[src/rtl/fetch_sequencer.sv]
// -----------------------------------------------------------------------------
// fetch_sequencer
//
// Fetch-side controller for the program counter. Each cycle it decides whether
// the PC advances by one instruction, redirects to a branch target or holds.
// It issues instruction-memory requests, watches for unanswered requests
// (timeout), rejects misaligned branch targets, and counts completed fetches.
//
// Handshake: a fetch completes in a cycle where imem_req and imem_ready are
// both high. In that same cycle pc_load/pc_next advance the PC register, and
// instr_valid pulses for one cycle on the following cycle.
//
// Ports
//   clk            rising-edge clock
//   arst_n         asynchronous active-low reset
//   start          begin fetching (IDLE) or resume (HALTED)
//   halt_req       stop fetching (highest priority in FETCH)
//   stall          hold PC and withdraw the request for this cycle
//   branch_taken   redirect request, with branch_target as the new PC
//   pc_cur         current PC register value
//   pc_next        next value for the PC register
//   pc_load        PC register load enable
//   imem_req       instruction fetch request
//   imem_addr      fetch address (always pc_cur)
//   imem_ready     memory accepts the request / returns the instruction
//   instr_valid    registered pulse: a fetch completed in the previous cycle
//   fetch_count    saturating count of completed fetches
//   busy/halted/fault  state is FETCH / HALTED / FAULT
// -----------------------------------------------------------------------------
module fetch_sequencer #(
   parameter int unsigned           DATA_WIDTH     = 32,
   parameter logic [DATA_WIDTH-1:0] RESET_VECTOR   = '0,
   parameter int unsigned           INSTR_BYTES    = 4,
   parameter int unsigned           TIMEOUT_CYCLES = 16
) (
   input  logic                  clk,
   input  logic                  arst_n,
   input  logic                  start,
   input  logic                  halt_req,
   input  logic                  stall,
   input  logic                  branch_taken,
   input  logic [DATA_WIDTH-1:0] branch_target,
   input  logic [DATA_WIDTH-1:0] pc_cur,
   output logic [DATA_WIDTH-1:0] pc_next,
   output logic                  pc_load,
   output logic                  imem_req,
   output logic [DATA_WIDTH-1:0] imem_addr,
   input  logic                  imem_ready,
   output logic                  instr_valid,
   output logic [DATA_WIDTH-1:0] fetch_count,
   output logic                  busy,
   output logic                  halted,
   output logic                  fault
);

   localparam int unsigned           TO_W       = (TIMEOUT_CYCLES > 2) ? $clog2(TIMEOUT_CYCLES) : 1;
   localparam logic [TO_W-1:0]       TO_LAST    = TO_W'(TIMEOUT_CYCLES - 1);
   localparam logic [TO_W-1:0]       TO_ONE     = TO_W'(1);
   localparam logic [DATA_WIDTH-1:0] PC_INC     = DATA_WIDTH'(INSTR_BYTES);
   localparam logic [DATA_WIDTH-1:0] ALIGN_MASK = DATA_WIDTH'(INSTR_BYTES - 1);
   localparam logic [DATA_WIDTH-1:0] CNT_ONE    = DATA_WIDTH'(1);

   typedef enum logic [1:0] {
      S_IDLE   = 2'd0,
      S_FETCH  = 2'd1,
      S_HALTED = 2'd2,
      S_FAULT  = 2'd3
   } state_e;

   state_e                state_q, state_d;
   logic [TO_W-1:0]       tmo_q, tmo_d;
   logic                  valid_q;
   logic [DATA_WIDTH-1:0] count_q;
   logic                  accept;

   // -------------------------------------------------------------------------
   // Next-state and combinational outputs
   // -------------------------------------------------------------------------
   always_comb begin
      state_d  = state_q;
      tmo_d    = tmo_q;
      pc_next  = pc_cur;
      pc_load  = 1'b0;
      imem_req = 1'b0;
      accept   = 1'b0;

      unique case (state_q)
         S_IDLE: begin
            pc_next = RESET_VECTOR;
            // Gated by arst_n so pc_load reads 0 while reset is held, even
            // if start is already high.
            pc_load = start & arst_n;
            if (start) begin
               state_d = S_FETCH;
            end
         end

         S_FETCH: begin
            if (halt_req) begin
               state_d = S_HALTED;
            end else if (branch_taken) begin
               // Redirect cycle: no request, so any concurrent completion is
               // discarded and the fetch restarts at the target next cycle.
               if ((branch_target & ALIGN_MASK) == '0) begin
                  pc_load = 1'b1;
                  pc_next = branch_target;
               end else begin
                  state_d = S_FAULT;
               end
            end else if (stall) begin
               tmo_d = '0;
            end else begin
               imem_req = 1'b1;
               if (imem_ready) begin
                  accept  = 1'b1;
                  pc_load = 1'b1;
                  pc_next = pc_cur + PC_INC;
                  tmo_d   = '0;
               end else if (tmo_q == TO_LAST) begin
                  state_d = S_FAULT;
               end else begin
                  tmo_d = tmo_q + TO_ONE;
               end
            end
         end

         S_HALTED: begin
            // Resume at the current PC; no reload.
            if (start) begin
               state_d = S_FETCH;
            end
         end

         S_FAULT: begin
            // Terminal until reset.
         end

         default: begin
            state_d = S_FAULT;
         end
      endcase

      if (state_d != state_q) begin
         tmo_d = '0;
      end
   end

   // -------------------------------------------------------------------------
   // State and registered outputs
   // -------------------------------------------------------------------------
   always_ff @(posedge clk or negedge arst_n) begin
      if (!arst_n) begin
         state_q <= S_IDLE;
         tmo_q   <= '0;
         valid_q <= 1'b0;
         count_q <= '0;
      end else begin
         state_q <= state_d;
         tmo_q   <= tmo_d;
         valid_q <= accept;
         if (accept && (count_q != '1)) begin
            count_q <= count_q + CNT_ONE;
         end
      end
   end

   assign imem_addr   = pc_cur;
   assign instr_valid = valid_q;
   assign fetch_count = count_q;
   assign busy        = (state_q == S_FETCH);
   assign halted      = (state_q == S_HALTED);
   assign fault       = (state_q == S_FAULT);

endmodule
[config.mk]
export PLATFORM = sky130hd
export DESIGN_NAME = fetch_sequencer
export DESIGN_NICKNAME = d
export VERILOG_FILES = /design/src/rtl/fetch_sequencer.sv
export SDC_FILE = /design/constraint.sdc
export NUM_CORES = 1
export LEC_CHECK = 0
export ABC_CLOCK_PERIOD_IN_PS = 9500
export CORE_MARGIN = 3
export CORE_UTILIZATION = 47
export DETAILED_ROUTE_END_ITERATION = 6
export PLACE_DENSITY = 0.89
export SLEW_MARGIN = 20
export SYNTH_ARGS = -nofsm -noshare
export SYNTH_HDL_FRONTEND = slang
export SYNTH_SLANG_ARGS = --single-unit
[constraint.sdc]
create_clock -name clk -period 9.5 [get_ports clk]
set_clock_uncertainty 0.05 [all_clocks]
set_input_delay 2.85 -clock clk [delete_from_list [all_inputs] [get_ports clk]]
set_output_delay 2.85 -clock clk [all_outputs]
set_load 0.03 [all_outputs]
---- Yosys cells after proc, flatten, opt, wreduce, memory -nomap -nowiden ----
Index checks and enable logic that the tools add are counted.
storage, ports and cells
  input bits .............................. 71
  register bits after elaboration ......... 39
  word-level logic and storage cells ...... 57
  output and inout port bits .............. 102
cells by class
  bitwise gates (word level) .............. 1
  $add $sub $neg .......................... 3
  reduce and logical (&&, ||, !) cells .... 6
  muxes and demuxes ....................... 34
  eq/ne operators ......................... 9
operators with widths
  operator                                                count
  2-to-1 mux 32 bit                                       5
  case mux 32 bit (2 select lines)                        1
  adder 32 x 1 -> 32 bit (second input constant)          1
  adder 32 x 3 -> 32 bit (second input constant)          1
  logical NOT 32 bit                                      1
  inequality test 32 bit (second input constant)          1
  2-to-1 mux 4 bit                                        7
  2-to-1 mux 2 bit                                        7
  2-to-1 mux 1 bit                                        12
  adder 4 x 1 -> 4 bit (second input constant)            1
  == test 2 bit (second input constant)                   2
  == test 4 bit (second input constant)                   1
  inequality test 2 x 1 -> 1 bit (second input constant)  2
  inequality test 4 x 3 -> 1 bit (second input constant)  1
  case mux 2 bit (2 select lines)                         1
  AND reduction 4 bit                                     1
  == test 2 x 1 -> 1 bit (second input constant)          1
  logical NOT 2 bit                                       1
  inequality test 2 bit                                   1
  case mux 1 bit (2 select lines)                         1
  nonzero test 2 bit                                      1
  OR reduction 2 bit                                      1
  bitwise AND 1 bit                                       1
  logical AND 1 bit                                       1

---- Logic depth before layout (Yosys ltp) ----
  depth in word-level cells ............... 10
  mapped depth ............................ 8
  depth with buffers taken out ............ 6

---- Least setup slack after synthesis ----
OpenSTA, ideal clock, no wires.
  kind .................................... input to output
  start ................................... input port pc_cur[12]
  end ..................................... output port pc_next[25]
  cell stages on the path ................. 5
  data required time ...................... 6.600 ns
  path slack .............................. 1.787 ns
  arrival ................................. 4.813 ns
  path buffers ............................ 1
  path through ............................ clkbuf_1 nand4_1 or3_1 o31a_1 a311oi_1
between the ends
  cells in the longest elaborated chain, start to end .. 6
ends and longest elaborated chain
  what                              RTL line  RTL
  start, declared                   43        input logic [DATA_WIDTH-1:0] pc_cur,
  adder 32 x 3 -> 32 bit            117       pc_next = pc_cur + PC_INC;
  2-to-1 mux 32 bit                 114       if (imem_ready) begin
  2-to-1 mux 32 bit                 110       end else if (stall) begin
  2-to-1 mux 32 bit                 101       end else if (branch_taken) begin
  2-to-1 mux 32 bit                 99        if (halt_req) begin
  case mux 32 bit (2 select lines)  87        unique case (state_q)
  end, declared                     44        output logic [DATA_WIDTH-1:0] pc_next,
Every way passes these cells.

---- Worst setup path in the final report ----
  start ................................... input port imem_ready
  end ..................................... output port pc_next[10]
between the ends
  cells in the longest elaborated chain, start to end .. 5
ends and longest elaborated chain
  what                              RTL line  RTL
  start, declared                   48        input logic imem_ready,
  2-to-1 mux 32 bit                 114
  2-to-1 mux 32 bit                 110
  2-to-1 mux 32 bit                 101
  2-to-1 mux 32 bit                 99
  case mux 32 bit (2 select lines)  87
Every way passes these cells.

==> metrics.csv <==
stage,metric,value,unit
clock_network,post-cts gate resize count,0,
place,PortBufs,172,
yosys,syn_area_per_cell,7.78,µm²
die,Placeable Area,7890,µm²
detailed_routing,DRC violations left,1,
yosys,share of the synthesized area in the top cell type,25.0,%
yosys,most common cell in the netlist,nor2_1,
detailed_routing,drt first pass iters,7,
yosys,Synth Cell Area,3900,µm²
sta,"Min Clock Period, post-route",8.82,ns
clock_network,clk_lat worst skew,0.30,ns
die,I/O pin count,173,
critical_path,Worst setup EP type,primary output,
detailed_routing,drt total wl,14.6,mm
power_and_ir_drop,PD cells,77.4,nW/µm²
yosys,distinct cell type count after synthesis,70,
worst_hold_path,hold path depth,1,
sta,hold_ws,0.437,ns
sta,max-slew violations,0,
sta,RSZ-0062 raised after global routing,no,
critical_path,reg2reg path depth,5,
detailed_routing,routed vias/inst,6.47,
critical_path,crit path max fanout,9,
yosys,syn_nets,575,
final_layout,net count reported at finish,700,
critical_path,R2R setup slack,6.73,ns
grt,Tot GR Track Use,29.3,%
clock_network,clk sinks,39,
clock_network,CTS Hold Bufs,0,
yosys,Main synth FF type,dfrtp_1,
grt,antenna violations before repair,0,
sta,setup TNS,0,ns
sta,Final period util,92.8,%
place,routability cong.,0.929,
power_and_ir_drop,Peak VDD IR,0.0475,mV
yosys,Synth Instances,501,
run_status,failing checks,design-rule violations,
grt,maximum number of pins on one net before global-route repair,41,
sta,Setup-failing EPs final,0,
run_status,status,"finished, violations left",
final_layout,Area Growth Syn to Fin,41.7,%
flow_run,max_cap viols,0,
critical_path,Critical Path AT,5.92,ns
grt,vias in the first global route,4602,
clock_network,TritonCTS clock tree,built,
die,Die ar.,9420,µm²
detailed_routing,Iter 0 DRT Violations,486,
sta,slew margin rel.,30.1,%
detailed_routing,antenna-violating nets left,0,
yosys,async set-or-reset flop fraction in the synthesized netlist,100,%
critical_path,WS Path Type,in2out,
clock_network,postcts setup bufs,0,
grt,total grt overflow,0,
final_layout,Layout Utilization,70.0,%
critical_path,Setup crit start kind,input pin,
yosys,largest cells by area after synthesis,"dfrtp_1 (25%), buf_4 (6.2%), nor2_1 (4.0%)",
power_and_ir_drop,Pwr Total,428,µW
yosys,Ys Warns,0,
detailed_routing,DR WL/cell,20.0,µm
final_layout,layout cell share with drive strength beyond 1,5.90,%
grt,first-pass GRT wire length,23.2,mm
power_and_ir_drop,Leakage Power,2.11,nW
yosys,Yosys top cell by area,dfrtp_1,
detailed_routing,via count,4717,
sta,Final WS setup,0.684,ns
critical_path,Critical Path RT,6.60,ns
clock_network,Worst-path clk slew,0.07,ns
clock_network,H-tree levels,2,
die,Initial Util,49.4,%
die,die extent in x,97.1,µm
place,hpwl dp,10.9,mm
worst_hold_path,Hold Path Class,reg2reg,
clock_network,CTS Buf Count,5,
sta,final hold vios,0,
place,DP Worst Slack,0.737,ns
die,row count,32,
final_layout,ANT cells,0,
sta,Worst Max-Slew Pin Slew,1.05,ns
yosys,number of synthesized register bits,39,
yosys,sequential area share after synthesis,25.0,%
yosys,Post-synth EDFFs,0,
sta,fmax,113,MHz
clock_network,Root Buffer,clkbuf_8,
die,Die Y,97.1,µm
clock_network,clk buf depth,2,
yosys,Synth top cells by count,"nor2_1 (42), dfrtp_1 (39), nand2_1 (35)",
## cells by family after synthesis
logic type	after synthesis	share of synthesized area (%)
XOR/XNOR	30	6.74
buffers and inverters	77	10.9
AO/OA/AOI/OAI	136	24.6
flip-flops	39	25.0
adder cells (fa/ha/maj)	3	0.963
AND/OR/NAND/NOR	210	30.1
multiplexers	6	1.61
## metrics by stage
| step | cells | cell area (µm²) |
|---|---|---|
| final | 729 | 5520 |
| after global routing | 729 | 5520 |
| after CTS | 729 | 5520 |
| after detailed placement | 721 | 5440 |
| after global placement | 721 | 5440 |
| after floorplan | 501 | 3900 |
## where the power goes
part | total, mW | internal (mW) | switching (mW) | leakage (nW)
Clock | 0.111 | 0.0513 | 0.0601 | 0.0412
Sequential | 0.169 | 0.167 | 0.00186 | 0.534
Combinational | 0.147 | 0.0654 | 0.0820 | 1.53
## flip-flops by register name, summed over array words and instances (netlist names)
signal / flops
instr_valid: 1
fetch_count: 32
tmo_q: 4
state_q: 2
## cell usage in the layout, fill, tap and decap left out, types with 5 or more instances in the layout
cell type / count
xor2_1: 13
o21ai_0: 29
nand2_1: 35
nor2b_1: 6
clkbuf_8: 5
nor3_1: 11
dfrtp_1: 39
nand3_1: 29
clkdlybuf4s50_1: 171
or3_1: 7
o221ai_1: 7
or2_2: 5
nand4_1: 21
nor2_1: 42
inv_1: 12
buf_4: 10
and2_1: 5
nor4_1: 7
and4_1: 12
and3_1: 12
xnor2_1: 17
a21oi_1: 25
o211ai_1: 5
a31oi_1: 11
## critical path, stage by stage
cell and delay (ns):
clkdlybuf4s50_1 0.53, nor2b_1 0.49, nand4_1 0.35, or4b_2 0.69, a21oi_1 0.16, o22a_1 0.17, clkdlybuf4s50_1 0.68
## layer usage
metal	track usage [%]	vias to the layer above	share of wire (%)
met5	0	-	0
met4	10.7	0	2.7
met3	5.24	44	10
met2	51.0	354	49
met1	36.2	2207	38
li1	-	2112	-
## cell type report
type / instances / area (µm²)
Inverter: 13 / 48.8
Multi-Input combinational cell: 385 / 2490
Fill cell: 634 / 2360
Timing Repair Buffer: 182 / 1790
Clock inverter: 2 / 12.5
Sequential cell: 39 / 976
Clock buffer: 6 / 72.6
Tap cell: 102 / 128
## worst paths after layout
check | from | endpoint
max | imem_ready | pc_next[10]
min | fetch_count[20]$_DFFE_PN0P_ | fetch_count[20]$_DFFE_PN0P_
max reg2reg | state_q[0]$_DFF_PN0_ | fetch_count[28]$_DFFE_PN0P_
min reg2reg | fetch_count[20]$_DFFE_PN0P_ | fetch_count[20]$_DFFE_PN0P_
max in group asynchronous | arst_n | fetch_count[21]$_DFFE_PN0P_
min in group asynchronous | arst_n | fetch_count[24]$_DFFE_PN0P_
Power figures use the tool's default switching activity.
==> variant, RTL diff (config.mk and constraints unchanged) <==
Put one more register stage on the output `fetch_count`, without a reset. The value now appears one clock later. The other outputs are not delayed to match.
--- a/src/rtl/fetch_sequencer.sv
+++ b/src/rtl/fetch_sequencer.sv
@@ -167,5 +167,7 @@
    assign imem_addr   = pc_cur;
    assign instr_valid = valid_q;
-   assign fetch_count = count_q;
+   always_ff @(posedge clk) begin
+      fetch_count <= count_q;
+   end
    assign busy        = (state_q == S_FETCH);
    assign halted      = (state_q == S_HALTED);
Formal check against the unedited RTL: not equivalent (Yosys sat finds a counterexample within 4 cycles, from zero or initial values and one cycle with arst_n low).
==> variant against the unedited design <==
- sequential cell count rose by 32
- area after synthesis rose by 12%
- routed wire length fell by 5.5%
- largest power group unchanged
- critical path depth rose by 1
- setup slack improved by 0.15 ns
- total power rose by 56%
- global-route usage fell by 3.1 points
- design area rose by 10%
==> variant: results (changes against the unedited design) <==
Worst setup path
  • CP Data Arrival Time: 5.76 ns (-0.16 ns)
  • CP top delay family: buffers and inverters
  • CP max stage delay: 0.73 ns (+0.04 ns)
  • Critical-path top delay cell: clkdlybuf4s50_1
  • Crit Path Max Fanout: 24 (+15)

Place
  • GP Congestion: 0.987 (+6.3%)
  • Final HPWL DP: 10300 um (-6.0%)
  • Placed cell area: 5910 um2 (+8.7%)
  • DP Worst Slack: 0.888 ns (+0.151 ns)

Status
  • Outcome: finished, final reports clean

CTS
  • CTS Buffer Depth: 2 (unchanged)
  • Total CTS buffers: 9 (+4)
  • Number of H-tree levels: 3 (+1)
  • Clock latency at the later pin of the worst-skew pair: 0.33 ns (+0.03 ns)

Detailed routing
  • DR iter-0 viols: 390 (-20%)
  • Via-to-Cell Ratio: 6.10 (-5.7%)
  • Metal2 WL: 6870 um (-4.7%)
  • Final wirelength: 13800 um (-5.5%)
  • Routed length per placed instance: 18.1 um (-9.5%)
  • WL met3: 1020 um (-31%)
  • Metal-1 WL: 5510 um (+0.42%)

Finish
  • Multi-input gates: 376 (-2.3%)
  • Non-clk buf share: 0.289 (-0.0356)
  • Signal buffers: 178 (-2.2%)
  • Final Cell Area: 6100 um2 (+10%)
  • Multi-input logic portion of the cell area: 0.386 (-0.0655)
  • Layout Nets: 722 (+3.1%)
  • Inverters, non-clock: 12 (-1)
  • Fill count: 682 (+7.6%)
  • Clock buffers: 13 (+7)
  • Register area: 1620 um2 (+66%)
  • Share of post-route cells with drive strength above 1: 0.0567 (-0.00235)

Logic synthesis
  • Unique masters post-synth: 65 (-7.1%)
  • Syn Nets: 590 (+2.6%)
  • Yosys reg bits: 71 (+82%)
  • Sequential area share after synthesis: 0.371 (+0.121)
  • Synth top area cells: dfrtp_1 22%, dfxtp_1 15%, buf_4 5.5%
  • Synth top cells by count: 51 x nor2_1, 39 x dfrtp_1, 36 x nand2_1

Die
  • Well Taps: 108 (+5.9%)

Global route
  • GR Layer Usage met3: 0.0485 (-0.00394)
  • Vias in the first global route: 4596 (-0.13%)
  • Global-route wire length before repair: 22000 um (-5.4%)
  • Tot GR Track Use: 0.262 (-0.0313)
  • Met1 usage: 0.332 (-0.0300)
  • Met2 Use GR: 0.440 (-0.0698)

Power and ir drop
  • Cell Int Power: 0.000484 W (+71%)
  • Peak VDD IR: 0.0000726 V (+53%)

Timing
  • Actual slew at the worst max-slew pin: 0.879 ns (-0.170 ns)
-- variant: kinds of logic after synthesis --
family	share of synthesized area
adders and majority gates	0.00862
muxes	0.0190
and+or+nand+nor	0.249
AOI/OAI and AO/OA	0.204
xor gates and xnor gates	0.0583
buffers and inverters	0.0894
DFF	0.371
-- variant: power groups by stage --
stage	clock [W]	combinational, W	sequential, W
2_1_floorplan	0	0.0000707	0.000310
3_3_place_gp	0	0.000142	0.000309
3_5_place_dp	0	0.000142	0.000309
4_1_cts	0.000222	0.000143	0.000303
5_1_grt	0.000237	0.000153	0.000303
6_report	0.000220	0.000144	0.000303
-- variant: final timing paths --
path                                   endpoint  cells after the start   startpoint  slack (ns)
worst max-delay path                pc_next[31]                      8    pc_cur[4]        0.84
worst min-delay path            fetch_count[12]                      0  count_q[12]        0.37
worst max register to register      count_q[30]                      4   state_q[0]        6.83
worst min register to register  fetch_count[12]                      0  count_q[12]        0.37
max in group asynchronous           count_q[22]                      1       arst_n        6.26
min in group asynchronous            count_q[6]                      1       arst_n        2.58
